$ cat src/rtl/lock_controller_pkg.sv
// Shared types and constants for the digital-lock sequencer: state encoding,
// failure counter sizing and a constant-foldable clog2.
package lock_controller_pkg;

  localparam int                FAIL_W   = 4;
  localparam logic [FAIL_W-1:0] FAIL_MAX = 4'd15;

  typedef enum logic [2:0] {
    LOCKED   = 3'd0,
    ENTRY    = 3'd1,
    CHECK    = 3'd2,
    ERROR    = 3'd3,
    UNLOCKED = 3'd4,
    SET_CODE = 3'd5
  } state_e;

  function automatic int clog2(input int value);
    int r = 0;
    for (int v = value - 1; v > 0; v = v >> 1) r++;
    return r;
  endfunction

endpackage

$ cat src/rtl/key_digit_encoder.sv
// Turns a key-edge vector into a digit index, flagged valid only when exactly
// one key fired in the cycle.
module key_digit_encoder #(
  parameter int WIDTH     = 4,
  parameter int ENC_WIDTH = 2
) (
  input  logic [WIDTH-1:0]     key_edge,
  output logic [ENC_WIDTH-1:0] digit,
  output logic                 valid
);

  // A power-of-two test: clearing the lowest set bit leaves zero only for one-hot.
  assign valid = (key_edge != '0) && ((key_edge & (key_edge - WIDTH'(1))) == '0);

  // NOTE: digit is given a default before the loop so no path leaves it unassigned (no latch).
  always_comb begin
    digit = '0;
    for (int i = 0; i < WIDTH; i++) begin
      if (key_edge[i]) digit = ENC_WIDTH'(i);
    end
  end

endmodule

$ cat src/rtl/lock_sequence_controller.sv
// Digital-lock sequencer: collects key digits, compares them against the stored
// passcode, and handles unlock, relock, code change, timeouts and error lockout.
module lock_sequence_controller
  import lock_controller_pkg::*;
#(
  parameter int WIDTH          = 4,
  parameter int ENC_WIDTH      = 2,
  parameter int CODE_LENGTH    = 4,
  parameter logic [CODE_LENGTH*ENC_WIDTH-1:0] DEFAULT_CODE = 8'b11_10_01_00,
  parameter int TIMEOUT_CYCLES = 1000,
  parameter int ERROR_CYCLES   = 50
) (
  input  logic                               clock,
  input  logic                               reset,
  input  logic [WIDTH-1:0]                   keyEdge,
  input  logic                               lockEdge,
  input  logic                               setEdge,
  output logic                               locked,
  output logic                               unlocked,
  output logic                               error,
  output logic                               setMode,
  output logic [clog2(CODE_LENGTH+1)-1:0]    entryCount,
  output logic [FAIL_W-1:0]                  failCount
);

  localparam int CODE_W  = CODE_LENGTH * ENC_WIDTH;
  localparam int CNT_W   = clog2(CODE_LENGTH + 1);
  localparam int TMR_MAX = (TIMEOUT_CYCLES > ERROR_CYCLES) ? TIMEOUT_CYCLES : ERROR_CYCLES;
  localparam int TMR_W   = clog2(TMR_MAX + 1);

  state_e              state_q, state_d;
  logic [CODE_W-1:0]   code_q, code_d;
  logic [CODE_W-1:0]   buf_q, buf_d;
  logic [CODE_W-1:0]   buf_ins;
  logic [CNT_W-1:0]    cnt_q, cnt_d;
  logic [FAIL_W-1:0]   fail_q, fail_d;
  logic [TMR_W-1:0]    timer_q, timer_d;
  logic [ENC_WIDTH-1:0] digit;
  logic                key_valid;

  key_digit_encoder #(
    .WIDTH     (WIDTH),
    .ENC_WIDTH (ENC_WIDTH)
  ) u_encoder (
    .key_edge (keyEdge),
    .digit    (digit),
    .valid    (key_valid)
  );

  // Buffer with the incoming digit placed in the slot given by the entry count.
  always_comb begin
    buf_ins = buf_q;
    for (int i = 0; i < CODE_LENGTH; i++) begin
      if (cnt_q == CNT_W'(i)) buf_ins[i*ENC_WIDTH +: ENC_WIDTH] = digit;
    end
  end

  always_comb begin
    state_d = state_q;
    code_d  = code_q;
    buf_d   = buf_q;
    cnt_d   = cnt_q;
    fail_d  = fail_q;
    timer_d = timer_q;

    unique case (state_q)
      LOCKED: begin
        if (key_valid) begin
          buf_d   = buf_ins;
          cnt_d   = CNT_W'(1);
          state_d = ENTRY;
        end
      end
      ENTRY, SET_CODE: begin
        if (lockEdge) begin
          buf_d   = '0;
          cnt_d   = '0;
          state_d = LOCKED;
        end else if (key_valid) begin
          timer_d = '0;
          if (cnt_q != CNT_W'(CODE_LENGTH - 1)) begin
            buf_d = buf_ins;
            cnt_d = cnt_q + 1'b1;
          end else if (state_q == ENTRY) begin
            buf_d   = buf_ins;
            cnt_d   = cnt_q + 1'b1;
            state_d = CHECK;
          end else begin
            code_d  = buf_ins;
            buf_d   = '0;
            cnt_d   = '0;
            state_d = UNLOCKED;
          end
        end else if (timer_q == TMR_W'(TIMEOUT_CYCLES - 1)) begin
          buf_d = '0;
          cnt_d = '0;
          if (state_q == ENTRY) state_d = LOCKED;
          else                  state_d = UNLOCKED;
        end else begin
          timer_d = timer_q + 1'b1;
        end
      end
      CHECK: begin
        buf_d = '0;
        cnt_d = '0;
        if (buf_q == code_q) begin
          fail_d  = '0;
          state_d = UNLOCKED;
        end else begin
          if (fail_q != FAIL_MAX) fail_d = fail_q + 1'b1;
          state_d = ERROR;
        end
      end
      ERROR: begin
        if (timer_q == TMR_W'(ERROR_CYCLES - 1)) state_d = LOCKED;
        else                                     timer_d = timer_q + 1'b1;
      end
      UNLOCKED: begin
        if (lockEdge) begin
          state_d = LOCKED;
        end else if (setEdge) begin
          buf_d   = '0;
          cnt_d   = '0;
          state_d = SET_CODE;
        end
      end
      default: state_d = LOCKED;
    endcase

    // One shared timer serves both the idle timeout and the error hold.
    if (state_d != state_q) timer_d = '0;
  end

  // NOTE: sequential state uses non-blocking assignments so every flop samples pre-edge values.
  // NOTE: the passcode register is reset like any other flop so a reset restores DEFAULT_CODE.
  always_ff @(posedge clock or negedge reset) begin
    if (!reset) begin
      state_q <= LOCKED;
      code_q  <= DEFAULT_CODE;
      buf_q   <= '0;
      cnt_q   <= '0;
      fail_q  <= '0;
      timer_q <= '0;
    end else begin
      state_q <= state_d;
      code_q  <= code_d;
      buf_q   <= buf_d;
      cnt_q   <= cnt_d;
      fail_q  <= fail_d;
      timer_q <= timer_d;
    end
  end

  assign locked     = (state_q == LOCKED) || (state_q == ENTRY) ||
                      (state_q == CHECK)  || (state_q == ERROR);
  assign unlocked   = (state_q == UNLOCKED) || (state_q == SET_CODE);
  assign error      = (state_q == ERROR);
  assign setMode    = (state_q == SET_CODE);
  assign entryCount = cnt_q;
  assign failCount  = fail_q;

endmodule
$ cat config.mk
export PLATFORM = sky130hd
export DESIGN_NAME = lock_sequence_controller
export DESIGN_NICKNAME = d
export VERILOG_FILES = /design/src/rtl/lock_controller_pkg.sv /design/src/rtl/key_digit_encoder.sv /design/src/rtl/lock_sequence_controller.sv
export SDC_FILE = /design/constraint.sdc
export NUM_CORES = 1
export LEC_CHECK = 0
export ABC_CLOCK_PERIOD_IN_PS = 3600
export CAP_MARGIN = 0
export CORE_ASPECT_RATIO = 1.4
export CORE_UTILIZATION = 62
export DETAILED_ROUTE_END_ITERATION = 8
export GPL_ROUTABILITY_DRIVEN = 0
export PLACE_DENSITY = 0.85
export REMOVE_ABC_BUFFERS = 1
export SETUP_SLACK_MARGIN = 0.1
export SYNTH_ARGS = -nofsm -noshare
export SYNTH_HDL_FRONTEND = slang
export SYNTH_SLANG_ARGS = --single-unit
$ cat constraint.sdc
create_clock -name clock -period 3.6 [get_ports clock]
set_input_delay 0.36 -clock clock [delete_from_list [all_inputs] [get_ports clock]]
set_output_delay 0.36 -clock clock [all_outputs]
set_load 0.1 [all_outputs]
# Word level (Yosys, flattened, before mapping)
# Cells that the tools add are included.
# W data, S select, Z words.
[classes] n_bitwise=4 addsub=4 reduce_logical=17 n_eq_ne=21 mux=45
[op_table] op="$mux W8" n=8
[op_table] op="$mux W3" n=19
[op_table] op="$mux W10" n=5
[op_table] op="$pmux W8 S4" n=1
[op_table] op="$pmux W10 S2" n=1
[op_table] op="$pmux W3 S5" n=1
[op_table] op="$eq A3 B2 Y1 const B" n=4
[op_table] op="$mux W2" n=6
[op_table] op="$ne A4 B4 Y1 const B" n=3
[op_table] op="$pmux W3 S4" n=1
[op_table] op="$add A10 B1 Y10 const B" n=1
[op_table] op="$eq A10 B10 Y1 const B" n=1
[op_table] op="$eq A10 B6 Y1 const B" n=1
[op_table] op="$reduce_and A5 Y1" n=2
[op_table] op="$eq A8 B8 Y1" n=1
[op_table] op="$mux W4" n=2
[op_table] op="$reduce_bool A4 Y1" n=2
[op_table] op="$eq A3 B1 Y1 const B" n=2
[op_table] op="$eq A3 B3 Y1 const B" n=2
[op_table] op="$logic_not A3 Y1" n=2
[op_table] op="$ne A2 B2 Y1 const B" n=3
[op_table] op="$ne A3 B2 Y1 const B" n=2
[op_table] op="$add A4 B1 Y4 const B" n=1
[op_table] op="$and A4 B4 Y4" n=1
[op_table] op="other kinds (14)" n=19
[totals] ff_bits=36

# Logic depth before layout (Yosys ltp)
# Gate-level depths: netlist of the first run.
[depth] ltp_word=10 mapped_depth=9 mapped_depth_nobuf=8

# Hierarchy
# From an unflattened synthesis of the first run, not the netlist that was laid out.
[hier_totals] cells_unflattened=229 hier_area_um2=2219.6
[by_module_without_submodules] module="lock_sequence_controller" cells_each=222 area_each_um2=2164.6 instances=1 seq_area_each_um2=905.9
[by_module_without_submodules] module="key_digit_encoder" cells_each=7 area_each_um2=55.1 instances=1 seq_area_each_um2=0.0

# Worst setup path after synthesis of the first run
# OpenSTA, ideal clock, no wires.
[synth_path] path_type="register to register" start="register state_q[2]" end="register timer_q[5]" setup_ns=0.087 path_stages_with_launch=7 synth_period_minus_slack_ns=3.091 slack_ns=0.509 t_arrival_ns=3.004 cell_sequence="dfrtp_1 clkbuf_1 nor2_1 nand2_1 and2_4 or3_1 a211oi_2"
[synth_lines] element="from (decl)" line="lock_sequence_controller.sv:31" rtl="state_e state_q, state_d;"
[synth_lines] element="from (signal assigned)" line="lock_sequence_controller.sv:145" rtl="state_q <= state_d;"
[synth_lines] element="$eq A3 B2 Y1 (*)"
[synth_lines] element="named net error" line="lock_sequence_controller.sv:20" rtl="output logic error,"
[synth_lines] element="$pmux W3 S5" line="lock_sequence_controller.sv:66" rtl="unique case (state_q)"
[synth_lines] element="$ne A3 B3 Y1" line="lock_sequence_controller.sv:131" rtl="if (state_d != state_q) timer_d = '0;"
[synth_lines] element="$ne A4 B4 Y1 (no line) (tied with other cells)"
[synth_lines] element="$reduce_and A4 Y1 (no line)"
[synth_lines] element="to (signal assigned)" line="lock_sequence_controller.sv:150" rtl="timer_q <= timer_d;"
[synth_lines] element="to (decl)" line="lock_sequence_controller.sv:37" rtl="logic [TMR_W-1:0] timer_q, timer_d;"
# Mark *: on every way through the listed nets, which the timed path passes. The rest lies on a longest branch.
# A chain may end at the register's enable or synchronous reset.

# Worst setup path in the final report of the first run
[layout_path] start="register state_q[1]" end="output unlocked"
[layout_via] elab_chain_cells=2
[layout_lines] element="$eq A3 B3 Y1" line="lock_sequence_controller.sv:156" rtl="assign unlocked = (state_q == UNLOCKED) || (state_q == SET_CODE);"
[layout_lines] element="$logic_or A1 B1 Y1 (*)" line="lock_sequence_controller.sv:156"
[layout_lines] element="to (decl)" line="lock_sequence_controller.sv:19" rtl="output logic unlocked,"
# Every way passes the cells marked *; elsewhere a longest branch is shown, timed or not.

==> summary.txt, run 1 <==
Synth
  – Dominant cells by area after synthesis: dfrtp_1 37%, o21ai_0 5.3%, dfstp_2 4.8%, nor2_1 4.6%, a21oi_1 4.6%
  – Syn Area/Cell: approximately 9.0 um^2
  – Cell count after synthesis: roughly 240
  – Synth top area share: between 30% and 40%
  – Most frequent cell after synthesis: dfrtp_1
  – Yosys top cell by area: dfrtp_1
  – Seq/Total Area, Yosys: between 40% and 50%
  – Top cells by count, synth: 32 x dfrtp_1, 27 x nor2_1, 23 x nand2_1, 23 x o21ai_0, 20 x a21oi_1
  – Synth Register Bits: 36
  – Netlist cell types: 49
  – Synthesis Warnings: 0
  – Synthesized cell area: 2188 um^2
  – Fraction of registers with async set/reset: 100.0%
  – Post-synth EDFFs: 0
  – Primary FF master, synth: dfrtp_1

Clock network
  – CTS tree: yes
  – Clk_lat worst skew: 0.28 ns
  – Reg clk slew, reported paths: ~0.070 ns
  – Deepest clock path buffer count: 2
  – Total CTS buffers: 5
  – Post-CTS sizing: 0
  – Clk sinks: 36
  – Post-CTS Repair Setup Buffers: 0
  – Root buffer cell: clkbuf_8
  – Hold buffers post-CTS: 0
  – H-tree Lvls: 2

Routing
  – Drt drc: 0
  – Detailed Route WL: roughly 4.9 mm
  – DRT antenna net count: 0
  – Vias/cell: 6.299
  – DR iter-0 viols: 85
  – DR vias: 1915
  – WL/cell: 16.06 um
  – Drt first pass iters: 4

STA
  – F_max: ~380 MHz
  – Final hold vios: 0
  – Total Negative Setup Slacks: 0 ns
  – WHS: between 0.4 and 0.5 ns
  – Max-slew violations: 0
  – Final period util: 73.27%
  – Worst slew pin tran: 0.9712 ns
  – # setup viols final: 0
  – Layout Skew: around 0.0054 ns
  – Slew headroom: about a third
  – Minimum clock period: 2.638 ns
  – RSZ-0062 raised after global routing: false

GRT
  – Vias in the first global route: around 1900
  – Initial antenna violation count: 0
  – Largest net degree at the start of global routing: 37
  – Gr usage total: 29.52%
  – Gr ovfl total: 0
  – First-pass GRT wire length: around 8 mm

Setup path
  – Setup crit start kind: flop
  – Worst setup EP type: output port
  – Critical path type: reg -> out
  – Critical-path maximum fanout: 9
  – Worst EP required: 3.24 ns
  – Worst path arrival time: 2.28 ns

Place
  – DP HPWL: roughly 3.7 mm
  – Port-buffer cells: 18

Power and ir drop
  – Pwr per Cell Area: approximately 640 nW/um^2
  – Maximum vdd drop: approximately 0.50 mV
  – Leakage: ~1.1 nW

Floorplanning
  – Num rows: 25
  – Starting Density: roughly 65%
  – Die W: approximately 52 um
  – Die Y: between 70 and 80 um
  – Core box area: around 3400 um^2
  – Area of the die: 3775 um^2
  – IO Pins: 19

Cells and area
  – Antenna cells: 0
  – Layout cell share with drive strength beyond 1: 9.091%
  – Area grow syn2layout: 13.95%
  – Final net count: around 280

Worst hold path
  – Hold WC Path Type: reg -> reg

Run
  – Max-cap violations: 0

Run status
  – Status: completed
## worst max-delay path, stage by stage, from the launching register on
cell and delay, ns:
dfrtp_1 0.47, inv_1 0.21, nand2_1 0.13, inv_1 0.07
clkdlybuf4s50_1 1.12
## power by group
part           internal, mW  total (mW)  switching [mW]
Clock                 0.205       0.346           0.141
Sequential            0.470       0.562          0.0914
Combinational         0.232       0.677           0.446
Total                 0.907        1.58           0.677
## per-stage QoR
stage	util [%]	worst slack (ns)	instance area, um^2	cells	total power, mW
after CTS	73.81	0.9588	2494	304	1.589
final	73.81	0.9623	2494	304	1.585
after global placement	70.63	0.8524	2386	296	1.219
after global routing	73.81	0.8800	2494	304	1.684
after floorplan	-	0.4379	2151	237	1.065
after detailed placement	70.63	0.8290	2386	296	1.241
## final timing paths
kind	startpoint	to	slack, ns	cells after the start
worst max-delay path	state_q[1]	unlocked	0.96	4
worst min-delay path	code_q[7]	code_q[7]	0.49	2
worst max register to register	timer_q[0]	buf_q[0]	1.34	7
worst min register to register	code_q[7]	code_q[7]	0.49	2
max in group asynchronous	reset	code_q[2]	2.76	2
min in group asynchronous	reset	failCount[1]	0.50	2
## routing by layer
layer  track usage [%]  vias up  routed length, um  share of wire, %
li1                  -      920                  -                 -
met1             31.10      916               1911                39
met2             55.70       63               2636                54
met3             4.822       16                206               4.2
met4             12.57        0                128               2.6
met5                 0        -                  0                 0
## sequential cells by signal, indices dropped and copies added (netlist names)
name	cells
entryCount	3
code_q	8
failCount	4
timer_q	10
buf_q	8
state_q	3
## cell usage in the layout, fill, tap and decap left out, types with 3 or more instances in the layout
master / instances
nand2_1: 23
or3_1: 5
nand4_1: 3
inv_1: 10
nand3_1: 6
dfrtp_1: 32
clkdlybuf4s50_1: 17
ha_1: 7
xor2_1: 8
a22o_1: 9
a31oi_1: 4
and3_1: 5
nand2b_1: 6
nor3_1: 6
a21oi_1: 20
nor2_1: 27
o21ai_0: 23
clkbuf_8: 5
dfstp_2: 4
nand4b_1: 5
## cell families after synthesis
logic type | Yosys count | synth area share (%)
buffers and inverters | 16 | 3.430
AND/OR/NAND/NOR | 100 | 24.93
AO/OA/AOI/OAI | 72 | 21.27
flip-flops | 36 | 41.40
multiplexers | 2 | 0.9720
adder cells (fa/ha/maj) | 7 | 4.002
XOR/XNOR | 10 | 4.003
## layout make-up
| class | instances | area (um^2) |
|---|---|---|
| Clock buffer | 6 | 72.57 |
| Clock inverter | 2 | 35.03 |
| Fill cell | 255 | 884.6 |
| Inverter | 10 | 37.54 |
| Multi-Input combinational cell | 191 | 1207 |
| Sequential cell | 36 | 905.9 |
| Tap cell | 40 | 50.05 |
| Timing Repair Buffer | 19 | 185.2 |
No activity file was read; power rests on OpenSTA's default activity.
==> run 2, diff against run 1 <==
--- a/config.mk
+++ b/config.mk
@@ -5,13 +5,13 @@
 export SDC_FILE = /design/constraint.sdc
 export NUM_CORES = 1
 export LEC_CHECK = 0
-export ABC_CLOCK_PERIOD_IN_PS = 3600
+export ABC_CLOCK_PERIOD_IN_PS = 2300
 export CAP_MARGIN = 0
 export CORE_ASPECT_RATIO = 1.4
-export CORE_UTILIZATION = 62
+export CORE_UTILIZATION = 52
 export DETAILED_ROUTE_END_ITERATION = 8
 export GPL_ROUTABILITY_DRIVEN = 0
-export PLACE_DENSITY = 0.85
+export PLACE_DENSITY = 0.76
 export REMOVE_ABC_BUFFERS = 1
 export SETUP_SLACK_MARGIN = 0.1
 export SYNTH_ARGS = -nofsm -noshare
==> constraint.sdc (replaced) <==
create_clock -name clock -period 2.3 [get_ports clock]
set_input_delay 0.23 -clock clock [delete_from_list [all_inputs] [get_ports clock]]
set_output_delay 0.23 -clock clock [all_outputs]
set_load 0.1 [all_outputs]
==> run 2 against run 1 <==
  * The run now ends with DRC left
  * Clock power up 29%
  * Core utilization is 5.5 points lower
  * Global-route usage decreased by 3.5 points
  * Non-clock buffer count rose by 30
  * Via count is 6.0% higher
  * Die area grew 19%
  * First-iteration DRC count rose by 13%
  * Clock-buffer cell count shrank 1
  * Register-to-register slack worse by 1.1 ns
  * Largest power group unchanged
==> summary.txt, run 2 (synthesized netlist as in run 1, its figures left out) <==
Clock network
  – Reg clk slew, reported paths: roughly 0.08 ns
  – Total CTS buffers: 5
  – Root buffer cell: clkbuf_8
  – Clk sinks: 36
  – Deepest clock path buffer count: 2
  – Hold buffers post-CTS: 0
  – H-tree Lvls: 2
  – Clk_lat worst skew: around 0.29 ns
  – CTS tree: yes

Setup path
  – CP cell instances: or3_1 > or4_4 > nand2_2 > and2_4 > buf_4 > o21ai_0 > a211oi_2
  – Critical path's slowest cell: or4_4
  – Worst path arrival time: 2.31 ns
  – Crit-path max cell delay: approximately 0.50 ns
  – Critical-path maximum fanout: 6
  – Reg-to-Reg Start: timer_q[6]
  – R2R Path End: timer_q[5]
  – Delay-heaviest family, CP: simple AND/OR/NAND/NOR gates
  – Worst EP required: about 2.5 ns
  – Worst Setup SP: timer_q[6]
  – Setup crit start kind: flop
  – R2R depth: 7
  – R2R setup slack: approximately 0.20 ns
  – Worst setup EP type: flop
  – Critical path type: reg -> reg
  – WP buf/inv: 1

STA
  – Max-slew violations: 0
  – Minimum clock period: approximately 2.1 ns
  – RSZ-0062 raised after global routing: false
  – # setup viols final: 0
  – Worst slew pin tran: between 0.4 and 0.5 ns
  – Layout Skew: 0.006259 ns
  – Final period util: 91.14%
  – Slew headroom: a little over two thirds
  – F_max: 477.0 MHz
  – Final hold vios: 0

Cells and area
  – Antenna cells: 0
  – Biggest register: timer_q
  – Final Instance Count excl. Fillers: around 340
  – Largest regs: timer_q x10, buf_q x8, code_q x8
  – Most frequent cells in the layout: 41 x buf_4, 32 x dfrtp_1, 25 x nor2_1
  – Most common cell after layout, fill and taps aside: buf_4
  – Layout cell share with drive strength beyond 1: between 20% and 30%
  – Fill count: roughly 350
  – Area grow syn2layout: 24.41%
  – Final net count: roughly 310
  – Max FFs per register: 10

Worst hold path
  – Hold WC Path Type: in -> async

Floorplanning
  – IO Pins: 19
  – Core box area: 3986 um^2
  – Die W: roughly 57 um
  – Area of the die: approximately 4500 um^2
  – Starting Density: 54.90%
  – Die Y: about 79 um
  – Num rows: 27

Routing
  – Vias/cell: roughly 6
  – WL/cell: between 15 and 20 um
  – DRT antenna net count: 0
  – DR vias: between 2000 and 2500
  – Drt drc: 2
  – Detailed Route WL: between 5 and 6 mm
  – Drt first pass iters: 6
  – DR iter-0 viols: 96

GRT
  – Initial antenna violation count: 0
  – First-pass GRT wire length: just under 9 mm
  – Gr ovfl total: 0
  – Vias in the first global route: around 2000
  – Largest net degree at the start of global routing: 37
  – Gr usage total: between 20% and 30%

Power and ir drop
  – Pwr per Cell Area: 948.4 nW/um^2
  – NetSw: between 1 and 1.5 mW
  – Switch share: 43.70%
  – Overall power: 2.582 mW
  – Sequential share of power: 32.8%
  – Combinational power share: about half
  – Maximum vdd drop: around 0.44 mV
  – Leakage: around 1.3 nW
  – Internal power: approximately 1.5 mW
  – Clk network pwr share: roughly 17%

Run status
  – Failing checks: DRC
  – Status: finished with violations

Place
  – Port-buffer cells: 18
  – DP HPWL: between 3 and 4 mm
  – Inst Count DP: 327

Run
  – Max-cap violations: 0
-- run 2: cell types whose count changed in the layout (fill, tap and decap cells not counted), moves of 2 or more --
cell             delta
or4b_1              -2
buf_4              +39
dlymetal6s2s_1      +4
nor2_1              -2
or4b_4              +2
clkdlybuf4s50_1    -14
-- run 2: final cells by class --
type,count,area (um^2),area share (%)
clock inverters,3,18.77,0.6893
multi-input cells,191,1230,45.17
clock buffers,5,68.82,2.528
flip-flops and latches,36,905.9,33.27
inverters,10,37.54,1.379
well taps,43,53.80,1.976
repair buffers,49,407.9,14.98
-- run 2: through the flow --
step	TNS, ns	setup WS, ns	hold slack, ns	util, %	instance area [um^2]
finish	0	0.2037	0.3613	68.30	2723
global route	0	0.1002	0.4197	68.30	2723
CTS	0	0.1103	0.3754	67.11	2675
detailed placement	-3.919	-0.2244	0.4772	64.91	2587
global placement	-2.244	-0.1378	0.4735	64.91	2587
floorplan	-7.187	-0.8621	-0.06559	-	2151
-- run 2: timing repair --
action / in CTS / in global routing
pin swaps: 1 / 2
setup endpoints to repair: 6 / 27
setup buffers: 0 / 2
gates resized for setup: 0 / 11
-- run 2: how the worst max path moves through the flow --
stage | to | cells past startpoint
floorplan | timer_q[5] | 6
global placement | buf_q[6] | 7
detailed placement | buf_q[6] | 7
CTS | buf_q[5] | 7
global route | timer_q[8] | 8
finish | timer_q[5] | 7
-- run 2: worst register-to-register path, stage by stage, from the launching register on --
cell	delay, ns
dfrtp_1	0.40
or3_1	0.37
or4_4	0.50
nand2_2	0.13
and2_4	0.18
buf_4	0.14
o21ai_0	0.10
a211oi_2	0.19
-- run 2: power groups by stage --
stage | registers, mW | logic, mW | clock network [mW]
global placement | 0.850 | 1.22 | 0
floorplan | 1.02 | 0.652 | 0
global route | 0.856 | 1.40 | 0.480
CTS | 0.846 | 1.25 | 0.454
detailed placement | 0.858 | 1.25 | 0
finish | 0.846 | 1.29 | 0.448
-- run 2: metal layers --
metal	wire length [um]	track usage, %
met1	2080	28.33
met4	136	13.17
met5	0	0
met2	2953	47.26
met3	137	5.049
